$ cat src/rtl/rv_mem_pkg.sv
// Shared data-memory definitions: store widths, store FSM state encoding and fault causes.
package rv_mem_pkg;

  localparam logic [2:0] F3_SB = 3'b000;
  localparam logic [2:0] F3_SH = 3'b001;
  localparam logic [2:0] F3_SW = 3'b010;

  typedef logic [1:0] store_state_t;
  localparam store_state_t ST_IDLE      = 2'd0;
  localparam store_state_t ST_REQ       = 2'd1;
  localparam store_state_t ST_WAIT_RESP = 2'd2;
  localparam store_state_t ST_DONE      = 2'd3;

  localparam logic [1:0] CAUSE_NONE     = 2'b00;
  localparam logic [1:0] CAUSE_MISALIGN = 2'b01;
  localparam logic [1:0] CAUSE_ACCESS   = 2'b10;
  localparam logic [1:0] CAUSE_TIMEOUT  = 2'b11;

endpackage

$ cat src/rtl/store_align.sv
// Combinational store lane steering: byte enables, replicated write data and
// a misaligned/illegal flag from funct3 and the low address bits.
module store_align
  import rv_mem_pkg::*;
(
  input  logic [2:0]  i_funct3,
  input  logic [1:0]  i_addr_lo,
  input  logic [31:0] i_data,
  output logic [3:0]  o_be,
  output logic [31:0] o_wdata,
  output logic        o_misaligned
);

  always_comb begin
    o_be         = '0;
    o_wdata      = '0;
    o_misaligned = 1'b0;
    case (i_funct3)
      F3_SB: begin
        o_be    = 4'b0001 << i_addr_lo;
        o_wdata = {4{i_data[7:0]}};
      end
      F3_SH: begin
        o_be         = i_addr_lo[1] ? 4'b1100 : 4'b0011;
        o_wdata      = {2{i_data[15:0]}};
        o_misaligned = i_addr_lo[0];
      end
      F3_SW: begin
        o_be         = '1;
        o_wdata      = i_data;
        o_misaligned = (i_addr_lo != 2'b00);
      end
      default: o_misaligned = 1'b1;
    endcase
  end

endmodule

$ cat src/rtl/store_unit.sv
// Data-memory store initiator: steers store data into byte lanes, runs the
// req/ready + response handshake and stalls the core until retire or fault.
module store_unit
  import rv_mem_pkg::*;
#(
  parameter int unsigned TIMEOUT_CYCLES = 64
) (
  input  logic        clk,
  input  logic        rst,
  input  logic        MemWrite,
  input  logic [2:0]  funct3,
  input  logic [31:0] ALU_result,
  input  logic [31:0] WriteData,
  output logic        StoreStall,
  output logic        StoreDone,
  output logic        StoreFault,
  output logic [1:0]  StoreFaultCause,
  output logic        mem_req,
  output logic [31:0] mem_addr,
  output logic [31:0] mem_wdata,
  output logic [3:0]  mem_be,
  input  logic        mem_ready,
  input  logic        mem_rvalid,
  input  logic        mem_rerr
);

  // A zero TIMEOUT_CYCLES would give a zero-width counter; keep one bit.
  localparam int unsigned TO_W    = (TIMEOUT_CYCLES > 0) ? $clog2(TIMEOUT_CYCLES + 1) : 1;
  localparam int unsigned TO_LAST = (TIMEOUT_CYCLES > 0) ? TIMEOUT_CYCLES - 1 : 0;

  store_state_t r_state;
  logic [TO_W-1:0] r_cnt;
  logic [1:0]      r_cause;
  logic [31:0]     r_addr;
  logic [31:0]     r_wdata;
  logic [3:0]      r_be;

  logic [3:0]  w_be;
  logic [31:0] w_wdata;
  logic        w_misaligned;
  logic        w_expire;

  store_align u_align (
    .i_funct3     (funct3),
    .i_addr_lo    (ALU_result[1:0]),
    .i_data       (WriteData),
    .o_be         (w_be),
    .o_wdata      (w_wdata),
    .o_misaligned (w_misaligned)
  );

  assign w_expire = (TIMEOUT_CYCLES != 0) && (r_cnt == TO_W'(TO_LAST));

  always_ff @(posedge clk) begin
    if (rst) begin
      r_state <= ST_IDLE;
      r_cnt   <= '0;
      r_cause <= CAUSE_NONE;
      r_addr  <= '0;
      r_wdata <= '0;
      r_be    <= '0;
    end else begin
      case (r_state)
        ST_IDLE: begin
          if (MemWrite) begin
            if (w_misaligned) begin
              r_state <= ST_DONE;
              r_cause <= CAUSE_MISALIGN;
            end else begin
              r_state <= ST_REQ;
              r_cause <= CAUSE_NONE;
              r_cnt   <= '0;
              r_addr  <= {ALU_result[31:2], 2'b00};
              r_wdata <= w_wdata;
              r_be    <= w_be;
            end
          end
        end
        ST_REQ: begin
          if (TIMEOUT_CYCLES != 0) r_cnt <= r_cnt + TO_W'(1);
          // A response accepted together with ready takes priority over expiry.
          if (mem_ready && mem_rvalid) begin
            r_state <= ST_DONE;
            r_cause <= mem_rerr ? CAUSE_ACCESS : CAUSE_NONE;
          end else if (w_expire) begin
            r_state <= ST_DONE;
            r_cause <= CAUSE_TIMEOUT;
          end else if (mem_ready) begin
            r_state <= ST_WAIT_RESP;
          end
        end
        ST_WAIT_RESP: begin
          if (TIMEOUT_CYCLES != 0) r_cnt <= r_cnt + TO_W'(1);
          if (mem_rvalid) begin
            r_state <= ST_DONE;
            r_cause <= mem_rerr ? CAUSE_ACCESS : CAUSE_NONE;
          end else if (w_expire) begin
            r_state <= ST_DONE;
            r_cause <= CAUSE_TIMEOUT;
          end
        end
        ST_DONE: r_state <= ST_IDLE;
        default: r_state <= ST_IDLE;
      endcase
    end
  end

  assign StoreStall      = (r_state == ST_REQ) || (r_state == ST_WAIT_RESP) ||
                           ((r_state == ST_IDLE) && MemWrite);
  assign StoreDone       = (r_state == ST_DONE);
  assign StoreFault      = (r_state == ST_DONE) && (r_cause != CAUSE_NONE);
  assign StoreFaultCause = (r_state == ST_DONE) ? r_cause : CAUSE_NONE;
  assign mem_req         = (r_state == ST_REQ);
  assign mem_addr        = r_addr;
  assign mem_wdata       = r_wdata;
  assign mem_be          = r_be;

endmodule
$ cat config.mk
export PLATFORM = sky130hd
export DESIGN_NAME = store_unit
export DESIGN_NICKNAME = d
export VERILOG_FILES = /design/src/rtl/rv_mem_pkg.sv /design/src/rtl/store_align.sv /design/src/rtl/store_unit.sv
export SDC_FILE = /design/constraint.sdc
export NUM_CORES = 1
export LEC_CHECK = 0
export CORE_ASPECT_RATIO = 0.5
export CORE_UTILIZATION = 43
export CTS_CLUSTER_SIZE = 30
export DETAILED_ROUTE_END_ITERATION = 8
export PLACE_DENSITY = 0.8
export SKIP_CTS_REPAIR_TIMING = 1
export SLEW_MARGIN = 0
export SYNTH_ARGS = -nofsm -noshare
export SYNTH_HDL_FRONTEND = slang
export SYNTH_SLANG_ARGS = --single-unit
$ cat constraint.sdc
create_clock -name clk -period 2.43 [get_ports clk]
set_input_delay 0.486 -clock clk [delete_from_list [all_inputs] [get_ports clk]]
set_output_delay 0.486 -clock clk [all_outputs]
set_load 0.005 [all_outputs]
==> results.yml, run 1 <==
status:
  status: "complete, no violations"
place:
  dpl_cell_area_um2: 5200
  dpl.hpwl_um: 7100
  pre_cts_slack_ns: -0.0901
  dpl.cell_count: 702
  routabilityCongestion: 0.815
  io_buffers: 144
timing:
  finalSetupTns_ns: 0
  fmaxAchievable_mhz: 429
  slew_viol_final: 0
  finalSetupViolCount: 0
  hold_violations: 0
  setup_ws_ns: 0.0974
  fin_skew_ns: 0.00533
  post-route-period-util_pct: 96.0
  slew_headroom_pct: 53.7
  worst_pin_slew_ns: 0.694
  layout_min_cycle_time_ns: 2.33
  rsz0062_at_grt: "no"
yosys:
  syn_avg_cell_area_um2: 7.79
  synthAdderAreaFrac_pct: 1.72
  syn_area_um2: 3640
  synth-edff-count: 0
  yosysWarnings: 0
  synth_compound_area_share_pct: 20.5
  synth_xor_area_share_pct: 0.241
  seq_area_frac_synth_pct: 42.4
  ys_ff_latch: 77
  synth_top_family_by_area: "simple AND/OR/NAND/NOR gates"
  synth-simple-area-share_pct: 24.5
  muxShareOfSynthArea_pct: 4.95
  synth_cells: 467
  synthDistinctLibCells: 46
  async_flop_share_pct: 0
  synth_ff_type: "dfxtp_1"
finish:
  fin_cells: 715
  area_growth_pct: 50.2
  design_area_um2: 5470
  final_common_cell: "clkdlybuf4s50_1"
  final_cell_mix: "clkdlybuf4s50_1, nand2_1, a21oi_1"
  num-nets-final: 679
  diodes: 0
  final_layout_size_suffix_gt1_share_pct: 6.80
  fillCellCount: 708
power:
  power_density_nw_per_um2: 671
  peakVddDrop_mv: 0.418
  leakage_uw: 0.00194
global_routing:
  antenna_found_initial: 0
  grtUsageTotal_pct: 22.4
  overflow: 0
  grt_max_degree: 45
  grt_pass1_vias: 3316
  grt_pass1_wl_um: 15700
critical_path:
  ff2ff_setup_slack_ns: 0.43
  cpMaxStageDelayCell: "clkdlybuf4s50_1"
  worstPathRequired_ns: 1.94
  path_cells: "clkdlybuf4s50_1, nand2_1, nand2_1, clkdlybuf4s50_1"
  startpoint_type: "primary input"
  crit_arrival_ns: 1.85
  startpoint: "MemWrite"
  path_max_fanout: 7
  crit_path_end_kind: "primary output"
  rr_startpoint: "r_state[0]"
  critical_path_class: "primary input to primary output"
  cp_slowest_stage_delay_ns: 0.63
clocking:
  cts_sinks: 77
  tritoncts: "built"
  path_clk_slew_ns: 0.05
  insertion_delay_ns: 0.33
  h-tree-depth: 3
  cts_root_buf: "clkbuf_16"
  cts_inserted_buffers: 9
  clockBufferDepth: 2
flow_run:
  max-cap-violations: 0
worst_hold_path:
  hp-class: "flip-flop to flip-flop"
  holdCritStartpoint: "mem_wdata[8]"
floorplan:
  coreArea_um2: 8120
  ioPinCount: 147
  die_w_um: 132
  initial_utilization_pct: 44.9
  num_rows: 23
  die_h_um: 67.1
  die-area_um2: 8860
detailed_routing:
  vias: 3645
  drt_iter0_drc: 180
  viasPerCell: 5.10
  drc_errors: 0
  ant_nets: 0
  firstDrtPassIters: 5
  wl_um: 10000
  wl_per_cell_um: 14.0
-- cells by family (layout without fill, tap and decap cells) --
family,Yosys count,count (layout)
AOI/OAI and AO/OA,131,131
adders and majority gates,5,5
and+or+nand+nor,189,189
other,1,2
buffers and inverters,45,180
xor gates and xnor gates,1,1
muxes,18,18
DFF,77,77
-- where the power goes --
part | total [uW] | switching (uW) | internal (uW)
clock | 1180 | 478 | 700
combinational | 1070 | 519 | 554
sequential | 1420 | 61.4 | 1350
total | 3670 | 1060 | 2610
-- synth_stat cells, drive strengths merged, types with 2 or more instances --
library cell | instances | area, um2
a21oi | 86 | 430
o211ai | 4 | 30.0
inv | 8 | 30.0
o21bai | 2 | 18.8
a21o | 3 | 22.5
nor4 | 2 | 27.5
a211oi | 4 | 42.5
and2 | 2 | 12.5
nor2b | 10 | 62.6
or3b | 4 | 35.0
nand2b | 5 | 31.3
dfxtp | 77 | 1540
o21ai | 20 | 100
or3 | 9 | 56.3
buf | 19 | 104
mux2i | 18 | 180
nand3 | 7 | 35.0
nand2 | 126 | 473
ha | 5 | 62.6
nor2 | 6 | 22.5
clkbuf | 18 | 71.3
a22o | 2 | 17.5
nand3b | 14 | 105
-- stage by stage --
stage	utilization [%]	hold slack (ns)	total power [uW]
6_report	67.4	0.448	3670
5_1_grt	67.4	0.467	3860
4_1_cts	67.2	0.450	3640
3_5_place_dp	64.0	0.444	2470
3_3_place_gp	64.0	0.438	2450
2_1_floorplan	-	0.448	2010
-- metal layers --
| layer | vias to the layer above | wire length, um | track usage, % | share of wire, % |
|---|---|---|---|---|
| met5 | - | 0 | 0 | 0 |
| met4 | 0 | 90 | 6.83 | 0.90 |
| met3 | 10 | 490 | 5.56 | 4.9 |
| met2 | 93 | 4960 | 40.1 | 50 |
| met1 | 1699 | 4460 | 26.9 | 45 |
| li1 | 1843 | - | - | - |
-- flip-flops by register name, summed over array words and instances, names as in the netlist --
signal	cells
r_cnt	7
mem_wdata	32
mem_addr	30
r_cause	2
mem_be	4
r_state	2
-- critical path, delay by kind of cell --
family                 cells  cell delay (ns)
and+or+nand+nor            2             0.23
buffers and inverters      2             1.13
-- final cells by class --
class,count,area (um2),share of cell area [%]
sequential,77,1540,28.2
clock buffer,11,243,4.44
multi-input combinational,346,1920,35.1
inverter,8,30.0,0.549
clock inverter,2,12.5,0.229
tap,112,140,2.56
timing repair buffer,159,1580,28.9
-- path summary, 6_finish.rpt --
path                                     end  depth (start not counted)
worst max-delay path              StoreStall                          4
worst min-delay path            mem_wdata[8]                          2
worst max register to register      r_cnt[2]                          6
worst min register to register  mem_wdata[8]                          2
No activity file was read; power rests on OpenSTA's default activity.
==> run 2: changes to the inputs <==
Settings changed: HOLD_SLACK_MARGIN set to 0.06, REMOVE_ABC_BUFFERS set to 1.
==> run 2 against run 1 <==
- non-clock buffer count increased by 1
- wire length up 4.4%
- clock power up 20%
- critical endpoint unchanged
- largest power group is now the clock network
==> results.yml, run 2 (same netlist as run 1, synthesis figures left out) <==
status:
  status: "complete, no violations"
place:
  dpl.hpwl_um: 7250
  io_buffers: 144
  dpl.cell_count: 703
  routabilityCongestion: 0.911
  dpl_cell_area_um2: 5220
critical_path:
  crit_arrival_ns: 1.83
  cpMostUsedCell: "inv_1"
  path_cells: "inv_1, ha_2, inv_1, nand2_1, clkdlybuf4s50_1"
  crit_path_end_kind: "primary output"
  cp_slowest_stage_delay_ns: 0.49
  critical_path_class: "flip-flop to primary output"
  ff2ff_setup_slack_ns: 0.46
  path_max_fanout: 5
  worstPathRequired_ns: 1.94
  startpoint_type: "flip-flop"
  cpMaxStageDelayCell: "clkdlybuf4s50_1"
finish:
  final_layout_size_suffix_gt1_share_pct: 7.26
  seqCellArea_um2: 1540
  final_common_cell: "clkdlybuf4s50_1"
  fin_cells: 718
  design_area_um2: 5530
  area_growth_pct: 52.0
  diodes: 0
  multi_input_area_um2: 1910
  final_cell_mix: "clkdlybuf4s50_1, nand2_1, a21oi_1"
  num-nets-final: 680
  largest_register_ffs: 32
  fillCellCount: 656
timing:
  fin_skew_ns: 0.00456
  post-route-period-util_pct: 95.1
  rsz0062_at_grt: "no"
  finalSetupViolCount: 0
  slew_viol_final: 0
  layout_min_cycle_time_ns: 2.31
  fmaxAchievable_mhz: 433
  hold_violations: 0
detailed_routing:
  wl_um: 10400
  vias: 3691
  drt_iter0_drc: 298
  wl_per_cell_um: 14.5
  viasPerCell: 5.14
  ant_nets: 0
  drc_errors: 0
  firstDrtPassIters: 4
floorplan:
  num_rows: 23
  coreArea_um2: 8120
  die-area_um2: 8860
  initial_utilization_pct: 44.9
  ioPinCount: 147
  die_w_um: 132
  die_h_um: 67.1
global_routing:
  overflow: 0
  grt_pass1_wl_um: 15900
  grtUsageTotal_pct: 23.1
  grt_pass1_vias: 3246
  antenna_found_initial: 0
  grt_max_degree: 66
power:
  peakVddDrop_mv: 0.491
  leakage_uw: 0.00199
  power_density_nw_per_um2: 705
flow_run:
  max-cap-violations: 0
clocking:
  tritoncts: "built"
  path_clk_slew_ns: 0.06
  clockBufferDepth: 2
  h-tree-depth: 3
  cts_root_buf: "clkbuf_16"
  cts_sinks: 77
  cts_inserted_buffers: 9
  insertion_delay_ns: 0.33
worst_hold_path:
  hp-class: "flip-flop to flip-flop"
==> run 2: changes by cell type in the layout (fill, tap and decap cells not counted), sizes merged <==
cell	previous run	this run
buf	17	18
bufinv	0	2
clkbuf	11	10
clkinv	1	3
clkinvlp	1	0
==> run 2: final timing paths <==
check                                  start      endpoint  depth (start not counted)
worst min register to register  mem_addr[15]  mem_addr[15]                          2
worst max-delay path              r_state[1]    StoreStall                          5
worst max register to register    r_state[1]    r_cause[0]                          7
worst min-delay path            mem_addr[15]  mem_addr[15]                          2
==> run 2: per-layer routing <==
layer | vias up | part of all wire, % | global-route usage (%)
li1 | 1851 | - | -
met1 | 1720 | 44 | 27.6
met2 | 110 | 51 | 41.5
met3 | 10 | 4.4 | 5.94
met4 | 0 | 0.87 | 6.54
met5 | - | 0 | 0
==> run 2: final cells by class <==
type / count / share of cell area [%]
multi-input cells: 346 / 34.5
repair buffers: 160 / 28.9
well taps: 112 / 2.53
clock inverters: 5 / 1.36
clock buffers: 10 / 4.32
flip-flops and latches: 77 / 27.9
inverters: 8 / 0.543
==> run 2: stage by stage <==
stage          total power [uW]  util (%)  hold slack (ns)  setup slack (ns)  setup TNS [ns]
5_1_grt                    4090      68.2            0.466            0.0173               0
3_5_place_dp               2480      64.3            0.446            0.0470               0
4_1_cts                    3910      68.2            0.453            0.0855               0
2_1_floorplan              1940         -            0.442            -0.128          -0.348
3_3_place_gp               2470      64.3            0.440             0.111               0
6_report                   3900      68.2            0.451             0.119               0
==> run 2: power by group <==
group | switching (uW) | leakage [uW] | internal [uW]
Sequential | 59.7 | 0.000623 | 1350
Combinational | 530 | 0.00121 | 541
Clock | 502 | 0.000158 | 915
==> run 2: worst max-delay path: cells and delay by family (launching register included) <==
kind	cells	cell delay, ns
adders and majority gates	1	0.35
buffers and inverters	3	0.67
DFF	1	0.40
and+or+nand+nor	1	0.07
==> run 3: changes to the inputs <==
Settings changed: CTS_CLUSTER_SIZE 30 to 12.
==> results of run 3 <==
Final layout, timing and power as in run 2 (identical DEF).
